## src/rtl/pipe_gap_gen.sv

```systemverilog
// Pipe-gap height generator: holds top/bottom gap edges for N_PIPES slots and,
// on each Advance, shifts the slots left and appends a new height taken from a
// rotating table or from an LFSR reduced into [MIN_TOP, MAX_TOP].
module pipe_gap_gen #(
  parameter int          N_PIPES = 5,
  parameter int          W       = 10,
  parameter int          GAP     = 100,
  parameter int          MIN_TOP = 40,
  parameter int          MAX_TOP = 340,
  parameter logic [8*W-1:0] TABLE = {W'(230), W'(280), W'(150), W'(314),
                                     W'(110), W'(180), W'(252), W'(210)},
  parameter logic [15:0] SEED    = 16'hACE1
) (
  input  logic               Clk,
  input  logic               Reset,
  input  logic               Advance,
  input  logic               Mode,
  output logic [N_PIPES*W-1:0] YTop,
  output logic [N_PIPES*W-1:0] YBot,
  output logic               Busy,
  output logic               Updated,
  output logic               Overrun
);

  localparam int            RANGE    = MAX_TOP - MIN_TOP + 1;
  localparam logic [W:0]    RANGE_W  = (W+1)'(RANGE);
  localparam logic [W:0]    MIN_W    = (W+1)'(MIN_TOP);
  localparam logic [W-1:0]  GAP_T    = W'(GAP);
  localparam logic [15:0]   SEED_EFF = (SEED == 16'h0000) ? 16'h0001 : SEED;
  localparam logic [2:0]    TIX_RST  = 3'(N_PIPES % 8);

  typedef enum logic [1:0] {IDLE, GEN, LOAD} state_t;

  state_t       state;
  state_t       state_nxt;
  logic [15:0]  lfsr;
  logic [2:0]   tix;
  logic         mode_r;
  logic         pend;
  logic [W:0]   cand;

  // One step of the 16-bit Galois LFSR (taps 16'hB400).
  function automatic logic [15:0] lfsr_step(input logic [15:0] v);
    return v[0] ? ((v >> 1) ^ 16'hB400) : (v >> 1);
  endfunction

  // Bottom edge of a gap whose top edge is given.
  function automatic logic [W-1:0] bot_of(input logic [W-1:0] top);
    return top + GAP_T;
  endfunction

  // Table entry ix (entry 0 sits in the LSBs).
  function automatic logic [W-1:0] table_entry(input logic [2:0] ix);
    return TABLE[int'(ix)*W +: W];
  endfunction

  assign Busy = (state != IDLE);

  // State register.
  always_ff @(posedge Clk) begin
    if (Reset) state <= IDLE;
    else       state <= state_nxt;
  end

  // Next-state: table mode spends one cycle in GEN, random mode stays until
  // the candidate has been reduced below the range size.
  always_comb begin
    state_nxt = state;
    case (state)
      IDLE:    if (Advance || pend) state_nxt = GEN;
      GEN:     if (!mode_r || (cand < RANGE_W)) state_nxt = LOAD;
      LOAD:    state_nxt = IDLE;
      default: state_nxt = IDLE;
    endcase
  end

  // Control: LFSR, table index, mode latch, pending/overrun bookkeeping, Updated pulse.
  always_ff @(posedge Clk) begin
    if (Reset) begin
      lfsr    <= SEED_EFF;
      tix     <= TIX_RST;
      mode_r  <= 1'b0;
      pend    <= 1'b0;
      Overrun <= 1'b0;
      Updated <= 1'b0;
    end else begin
      lfsr    <= lfsr_step(lfsr);
      Updated <= (state == LOAD);
      case (state)
        IDLE: if (Advance || pend) begin
          mode_r <= Mode;
          // a fresh Advance arriving while a pending one is being started stays queued
          pend   <= pend && Advance;
        end
        LOAD: if (!mode_r) tix <= tix + 3'd1;
        default: ;
      endcase
      if (Busy && Advance) begin
        if (!pend) pend    <= 1'b1;
        else       Overrun <= 1'b1;
      end
    end
  end

  // Candidate height: latched on start, then reduced into range while in GEN.
  always_ff @(posedge Clk) begin
    if (state == IDLE && (Advance || pend)) begin
      cand <= Mode ? {1'b0, lfsr[W-1:0]} : {1'b0, table_entry(tix)};
    end else if (state == GEN && mode_r) begin
      if (cand >= RANGE_W) cand <= cand - RANGE_W;
      else                 cand <= cand + MIN_W;
    end
  end

  // Slot registers: reload from the table on reset, shift and append on LOAD.
  always_ff @(posedge Clk) begin
    if (Reset) begin
      for (int i = 0; i < N_PIPES; i++) begin
        YTop[i*W +: W] <= table_entry(3'(i));
        YBot[i*W +: W] <= bot_of(table_entry(3'(i)));
      end
    end else if (state == LOAD) begin
      for (int i = 0; i < N_PIPES-1; i++) begin
        YTop[i*W +: W] <= YTop[(i+1)*W +: W];
        YBot[i*W +: W] <= YBot[(i+1)*W +: W];
      end
      YTop[(N_PIPES-1)*W +: W] <= cand[W-1:0];
      YBot[(N_PIPES-1)*W +: W] <= bot_of(cand[W-1:0]);
    end
  end

endmodule

```

## config.mk

```make
export PLATFORM = sky130hd
export DESIGN_NAME = pipe_gap_gen
export DESIGN_NICKNAME = d
export VERILOG_FILES = /design/src/rtl/pipe_gap_gen.sv
export SDC_FILE = /design/constraint.sdc
export NUM_CORES = 1
export LEC_CHECK = 0
export BUFFER_PORTS_ARGS = -buffer_cell sky130_fd_sc_hd__clkbuf_2
export CAP_MARGIN = 20
export CORE_MARGIN = 3
export CORE_UTILIZATION = 30
export DETAILED_ROUTE_END_ITERATION = 10
export GPL_TIMING_DRIVEN = 0
export HOLD_SLACK_MARGIN = 0.06
export SETUP_SLACK_MARGIN = 0.4
export SYNTH_ARGS = -nofsm -noshare
export SYNTH_HDL_FRONTEND = slang
export SYNTH_SLANG_ARGS = --single-unit
```

## constraint.sdc

```tcl
create_clock -name Clk -period 2.5 [get_ports Clk]
set_input_delay 0.125 -clock Clk [delete_from_list [all_inputs] [get_ports Clk]]
set_output_delay 0.125 -clock Clk [all_outputs]
set_load 0.02 [all_outputs]
```

==> results.sh, run 1 <==
export IMPL_yosysTopAreaCellShare=0.4470
export IMPL_postLayoutCellArea_sq_um=6624
export IMPL_hold_violations=0
export IMPL_fin_nets=768
export IMPL_layout_drive_gt1_share=0.2435
export IMPL_synth_flop_cell="dfxtp_1"
export IMPL_core_sq_um=16700
export IMPL_wl_per_cell_um=15.00
export IMPL_yosysWarnings=0
export IMPL_worstSkewPairLatency_ns=0.42
export IMPL_max_stage_delay_ns=0.41
export IMPL_cp_max_fo=7
export IMPL_fillers=1754
export IMPL_rsz0062_at_grt="yes"
export IMPL_crit_path_cell_trace="clkbuf_8, inv_2, ha_2, o211a_4, nor3_2, o31a_4, o21ai_0"
export IMPL_timing_setup_tns_ns=0
export IMPL_grt_usage=0.1565
export IMPL_min_delay_start="Reset"
export IMPL_dr_wl_met3_um=897
export IMPL_cts_buffers=17
export IMPL_multi_input_area_sq_um=2248
export IMPL_first_pass_iters=5
export IMPL_swShare=0.2909
export IMPL_cp_num_buf_inv=2
export IMPL_cts_tree="done"
export IMPL_crit_required_ns=2.56
export IMPL_grt_pass1_wl_um=22600
export IMPL_critical_path_top_delay_family="compound AO/OA/AOI/OAI gates"
export IMPL_synth_edff_count=11
export IMPL_area_growth_pct=28.62
export IMPL_synth_simple_area_share=0.2444
export IMPL_power_frac_seq=0.410
export IMPL_viasPerCell=4.732
export IMPL_postRouteAntennaNets=0
export IMPL_clock_fmax_ghz=0.4756
export IMPL_syn_inst=617
export IMPL_r2r_end="cand[0]"
export IMPL_whs_path_depth=3
export IMPL_setup_viol=0
export IMPL_seq_area_frac_synth=0.5112
export IMPL_yosysTopAreaCell="dfxtp_1"
export IMPL_tightest_slew_ns=0.6354
export IMPL_leakage_nw=2.860
export IMPL_fin_crit_sh=0.8410
export IMPL_synth_area_top_cells="dfxtp_1 45%, nand2_1 14%, edfxtp_1 6.4%"
export IMPL_grt_overflow_total=0
export IMPL_cts_buffer_depth=2
export IMPL_ff2ff_path_depth=7
export IMPL_period_minus_slack_ns=2.103
export IMPL_cts_clk_slew_worst_paths_ns=0.05
export IMPL_switchingPower_mw=1.658
export IMPL_diodes=0
export IMPL_cellInternalPower_mw=4.040
export IMPL_ff_latch_area_sq_um=2633
export IMPL_cpMaxStageDelayCell="o21ai_0"
export IMPL_power_frac_clock=0.391
export IMPL_cap_violations=0
export IMPL_place_hpwl_um=10820
export IMPL_power_total_mw=5.698
export IMPL_highest_layer="met4"
export IMPL_synth_area_sq_um=5150
export IMPL_max_slew_margin=0.5764
export IMPL_fin_worst_skew_ns=0.005148
export IMPL_syn_avg_cell_area_sq_um=8.347
export IMPL_via_count=4656
export IMPL_synth_compound_area_share=0.1329
export IMPL_holdPathEnd="YBot[47]"
export IMPL_first_iter_violations=302
export IMPL_synth_seq_cells=126
export IMPL_combPwrFrac=0.200
export IMPL_hold_class="input pin to register"
export IMPL_htreeDepth=4
export IMPL_antenna_found_initial=0
export IMPL_met1_length_um=6789
export IMPL_r2r_slack_ns=0.40
export IMPL_grt_pass1_vias=4166
export IMPL_rows=47
export IMPL_fp_dieH_um=137.0
export IMPL_critical_path_class="register to register"
export IMPL_async_reset_ff_frac=0
export IMPL_synthMuxAreaShare=0.006074
export IMPL_start_util=0.3084
export IMPL_outcome="finished clean"
export IMPL_synth_top_family_by_area="simple AND/OR/NAND/NOR gates"
export IMPL_met2_wirelength_um=6767
export IMPL_numPortBuffers=104
export IMPL_slew_violations=0
export IMPL_io_pins=107
export IMPL_stdcell_count=984
export IMPL_start_kind="register"
export IMPL_dpl_instance_area_sq_um=5946
export IMPL_r2r_start="cand[4]"
export IMPL_root_buffer="clkbuf_16"
export IMPL_synth_nets=632
export IMPL_drcViolationCount=0
export IMPL_die_w_um=137.0
export IMPL_arrival_ns=2.16
export IMPL_yosysUniqueCellTypes=52
export IMPL_grt_max_degree=17
export IMPL_yosys_area_share_adder=0.02672
export IMPL_cp_end_kind="register"
export IMPL_drt_wl_total_um=14760
export IMPL_dpl_cell_count=941
export IMPL_gp_congestion=0.8343
export IMPL_pre_cts_ws_ns=0.1256
export IMPL_synth_xor_area_frac=0.01871
export IMPL_clock_sinks=126
export IMPL_design_die_area_sq_um=18770
export IMPL_pwr_density_cell_nw_per_um2=860.2
export IMPL_fin_ws_ns=0.3975
export IMPL_irDropWorstVdd_mv=0.5579
-- state kept, by name (all words and copies together), names as in the netlist --
register / count
mode_r: 1
state: 2
lfsr: 16
YBot: 40
Updated: 1
pend: 1
cand: 11
YTop: 50
tix: 3
Overrun: 1
-- layout by cell type (no fill, tap or decap), types with 2 or more instances in the layout --
cell       instances
a211oi_1           5
buf_1              2
inv_1              9
clkbuf_2         106
nand3b_1           2
or3_1              4
clkbuf_8           7
inv_2              2
buf_4             23
mux2i_1            2
nor3_1             4
dfxtp_1          115
clkinv_2           4
ha_2               2
xnor2_1            8
o21ai_0           13
clkbuf_1          36
xor2_1             3
a21oi_1           61
nor2_1            21
a21o_1             3
clkbuf_16         17
nand2b_1           2
inv_4              2
ha_1               9
nand2_1          187
nor2b_1           11
or2_1              2
edfxtp_1          11
o211ai_1           7
nand3_1           41
o31ai_1            5
or2_2              8
a311oi_1           2
-- logic make-up after synthesis --
group | count (synthesis)
buffers and inverters | 64
and+or+nand+nor | 291
AOI/OAI and AO/OA | 111
xor gates and xnor gates | 11
adders and majority gates | 11
DFF | 126
muxes | 3
-- worst max path at each step --
stage	startpoint	endpoint	slack, ns	depth (start not counted)
floorplan	cand[4]	cand[4]	0.41	8
global placement	cand[3]	cand[4]	0.11	6
detailed placement	cand[3]	cand[4]	0.13	6
CTS	cand[4]	cand[4]	0.42	8
global route	cand[3]	cand[10]	0.32	6
finish	cand[4]	cand[0]	0.40	7
-- routing by layer --
metal / vias to the layer above / GRT usage
met5: - / 0
met4: 0 / 0.05876
met3: 28 / 0.04485
met2: 125 / 0.2450
met1: 2172 / 0.2046
li1: 2331 / -
-- layout make-up --
cell class              instances  area share
clock inverters                 6    0.004911
inverters                      11    0.006233
well taps                     220     0.04156
plain buffers                  53     0.04099
clock buffers                  24     0.07575
flip-flops and latches        126      0.3974
multi-input cells             427      0.3394
repair buffers                117     0.09369
-- worst reg2reg max path: cells and delay by family (launching register included) --
kind                     cells  cell delay, ns
AO/OA/AOI/OAI                3            0.90
flip-flops                   1            0.39
buffers and inverters        2            0.22
adder cells (fa/ha/maj)      1            0.17
AND/OR/NAND/NOR              1            0.07
-- cell usage after synthesis, types with 4 or more instances --
master    instances
dfxtp_1         115
ha_1             11
nor2_1           21
or3_1             4
a21oi_1          61
or2_2             8
xnor2_1           8
inv_1            10
edfxtp_1         11
nor2b_1          11
o211ai_1          7
nand3_1          41
a211oi_1          6
nand2_1         188
o21ai_0          13
clkbuf_1         37
nor3_1            4
buf_4            11
o31ai_1           6
-- repair_timing --
item | CTS | global route
buffers inserted | 5 | 7
gates resized for setup | 5 | 10
hold buffers | 1 | 0
endpoints found under the setup margin | 18 | 32
pin swaps | 0 | 1
hold endpoints to repair | 2 | 0
-- power by group through the flow --
stage                     clock network (mW)  registers (mW)  logic, mW
after floorplan                            0            2.43      0.662
after global placement                     0            2.38       1.01
after detailed placement                   0            2.39       1.01
after CTS                               2.26            2.33       1.07
after global routing                    2.34            2.35       1.26
final                                   2.23            2.33       1.14
-- metrics by stage --
stage | hold WS (ns) | util
final | 0.3375 | 0.3966
after global routing | 0.3591 | 0.3966
after CTS | 0.3213 | 0.3917
after detailed placement | 0.4000 | 0.3560
after global placement | 0.3914 | 0.3560
after floorplan | 0.2610 | -
Note: power is estimated with default switching activity, not from simulation.
==> inputs of run 2 (changes only) <==
- clock period: 2.5 -> 1.77 ns (I/O delays scaled with it)
==> run 2 against run 1 <==
Against the previous run:
- total power increased by 58%
- global-route usage increased by 0.81 points
- wire length increased by 6.6%
- the flow now finishes with violations (setup timing)
- sequential cell count unchanged
- setup slack got worse by 0.70 ns
- clock skew about the same
- count of clock-buffer cells in the layout decreased by 4
- critical path depth decreased by 1
- largest cell class unchanged
- fmax increased by 1.6%
- via count increased by 2.9%
==> results.sh, run 2 (synthesis gave the netlist of run 1 again) <==
export IMPL_wl_per_cell_um=15.72
export IMPL_fp_dieH_um=137.0
export IMPL_outcome="complete, but fails checks"
export IMPL_antenna_found_initial=0
export IMPL_dpl_cell_count=941
export IMPL_fin_crit_sh=1.170
export IMPL_diodes=0
export IMPL_cts_buffers=17
export IMPL_fin_ws_ns=-0.3001
export IMPL_violations="setup timing"
export IMPL_layout_drive_gt1_share=0.3624
export IMPL_drcViolationCount=0
export IMPL_hold_class="input pin to register"
export IMPL_final_cell_mix="168 x nand2_1, 114 x dfxtp_1, 110 x clkbuf_2"
export IMPL_max_slew_margin=0.4739
export IMPL_cts_clk_slew_worst_paths_ns=0.06
export IMPL_slew_violations=0
export IMPL_pre_cts_ws_ns=-0.5025
export IMPL_stdcell_count=1001
export IMPL_clock_fmax_ghz=0.4831
export IMPL_period_minus_slack_ns=2.070
export IMPL_start_kind="register"
export IMPL_htreeDepth=4
export IMPL_irDropWorstVdd_mv=0.7071
export IMPL_worstSkewPairLatency_ns=0.43
export IMPL_cts_tree="done"
export IMPL_critical_path_class="register to register"
export IMPL_grt_pass1_vias=4416
export IMPL_largest_reg_flops=50
export IMPL_layout_commonest_cell="nand2_1"
export IMPL_r2r_slack_ns=-0.30
export IMPL_viasPerCell=4.786
export IMPL_cap_violations=0
export IMPL_top_regs="YTop: 50 flops, YBot: 40 flops, lfsr: 16 flops"
export IMPL_arrival_ns=2.25
export IMPL_postRouteAntennaNets=0
export IMPL_pwr_density_cell_nw_per_um2=1218
export IMPL_start_util=0.3084
export IMPL_root_buffer="clkbuf_16"
export IMPL_die_w_um=137.0
export IMPL_drt_wl_total_um=15740
export IMPL_min_delay_start="Reset"
export IMPL_crit_required_ns=1.95
export IMPL_fin_worst_skew_ns=0.005294
export IMPL_setup_viol=16
export IMPL_area_growth_pct=43.78
export IMPL_numPortBuffers=104
export IMPL_final_core_util=0.4434
export IMPL_first_iter_violations=287
export IMPL_largest_register="YTop"
export IMPL_tightest_slew_ns=0.7891
export IMPL_cp_startpoint="cand[0]"
export IMPL_timing_setup_tns_ns=-3.103
export IMPL_grt_pass1_wl_um=23680
export IMPL_fillers=1628
export IMPL_fin_nets=783
export IMPL_rows=47
export IMPL_core_sq_um=16700
export IMPL_grt_usage=0.1646
export IMPL_r2r_start="cand[0]"
export IMPL_gp_congestion=0.8342
export IMPL_first_pass_iters=5
export IMPL_rsz0062_at_grt="yes"
export IMPL_cts_buffer_depth=2
export IMPL_via_count=4791
export IMPL_leakage_nw=3.186
export IMPL_grt_overflow_total=0
export IMPL_grt_max_degree=17
export IMPL_clock_sinks=126
export IMPL_design_die_area_sq_um=18770
export IMPL_place_hpwl_um=10560
export IMPL_hold_violations=0
export IMPL_io_pins=107
export IMPL_cp_end_kind="register"
export IMPL_cp_max_fo=5
run 2: worst paths after layout:
path                                  to  cells after the start
worst max-delay path             cand[8]                      6
worst max register to register   cand[8]                      6
worst min register to register  lfsr[11]                      1
worst min-delay path            YBot[48]                      3
run 2: layout make-up:
| type | instances | area, sq um | share of cell area |
|---|---|---|---|
| Timing Repair Buffer | 132 | 779.5 | 0.1053 |
| Multi-Input combinational cell | 427 | 2609 | 0.3523 |
| Buffer | 53 | 442.9 | 0.05982 |
| Sequential cell | 126 | 2636 | 0.3560 |
| Clock buffer | 20 | 456.7 | 0.06168 |
| Clock inverter | 12 | 158.9 | 0.02146 |
| Inverter | 11 | 46.29 | 0.006252 |
| Tap cell | 220 | 275.3 | 0.03717 |
run 2: worst max-delay path, stage by stage, from the launching register on:
cell,delay [ns]
edfxtp_1,0.50
ha_2,0.23
a21o_4,0.22
nor4_4,0.29
nor3_2,0.09
or3_1,0.32
a31o_1,0.18
run 2: through the flow:
| step | hold WS, ns | cell area, sq um | total power [mW] |
|---|---|---|---|
| finish | 0.2986 | 7405 | 9.016 |
| global route | 0.3012 | 7405 | 9.384 |
| CTS | 0.2516 | 7092 | 8.855 |
| detailed placement | 0.3563 | 6031 | 4.878 |
| global placement | 0.3572 | 6031 | 4.872 |
| floorplan | 0.2245 | 5235 | 4.425 |
run 2: per-layer routing:
layer  vias up  GRT usage  part of all wire
met5         -          0                 0
met2       144     0.2733              0.47
met3        26    0.05294             0.068
met4         0    0.05654             0.018
li1       2359          -                 -
met1      2262     0.2008              0.44
run 2: power breakdown:
part / leakage (nW) / internal, mW / switching (mW)
combinational: 1.84 / 0.909 / 1.19
clock: 0.297 / 2.29 / 1.32
sequential: 1.05 / 3.11 / 0.189
run 2: timing repair:
| item | CTS | global route |
|---|---|---|
| setup buffers | 15 | 8 |
| endpoints found under the hold margin | 2 | 0 |
| hold buffers | 1 | 0 |
| endpoints found under the setup margin | 117 | 103 |
| cloned | 0 | 4 |
| gates resized for setup | 83 | 61 |
| pin swaps | 12 | 15 |
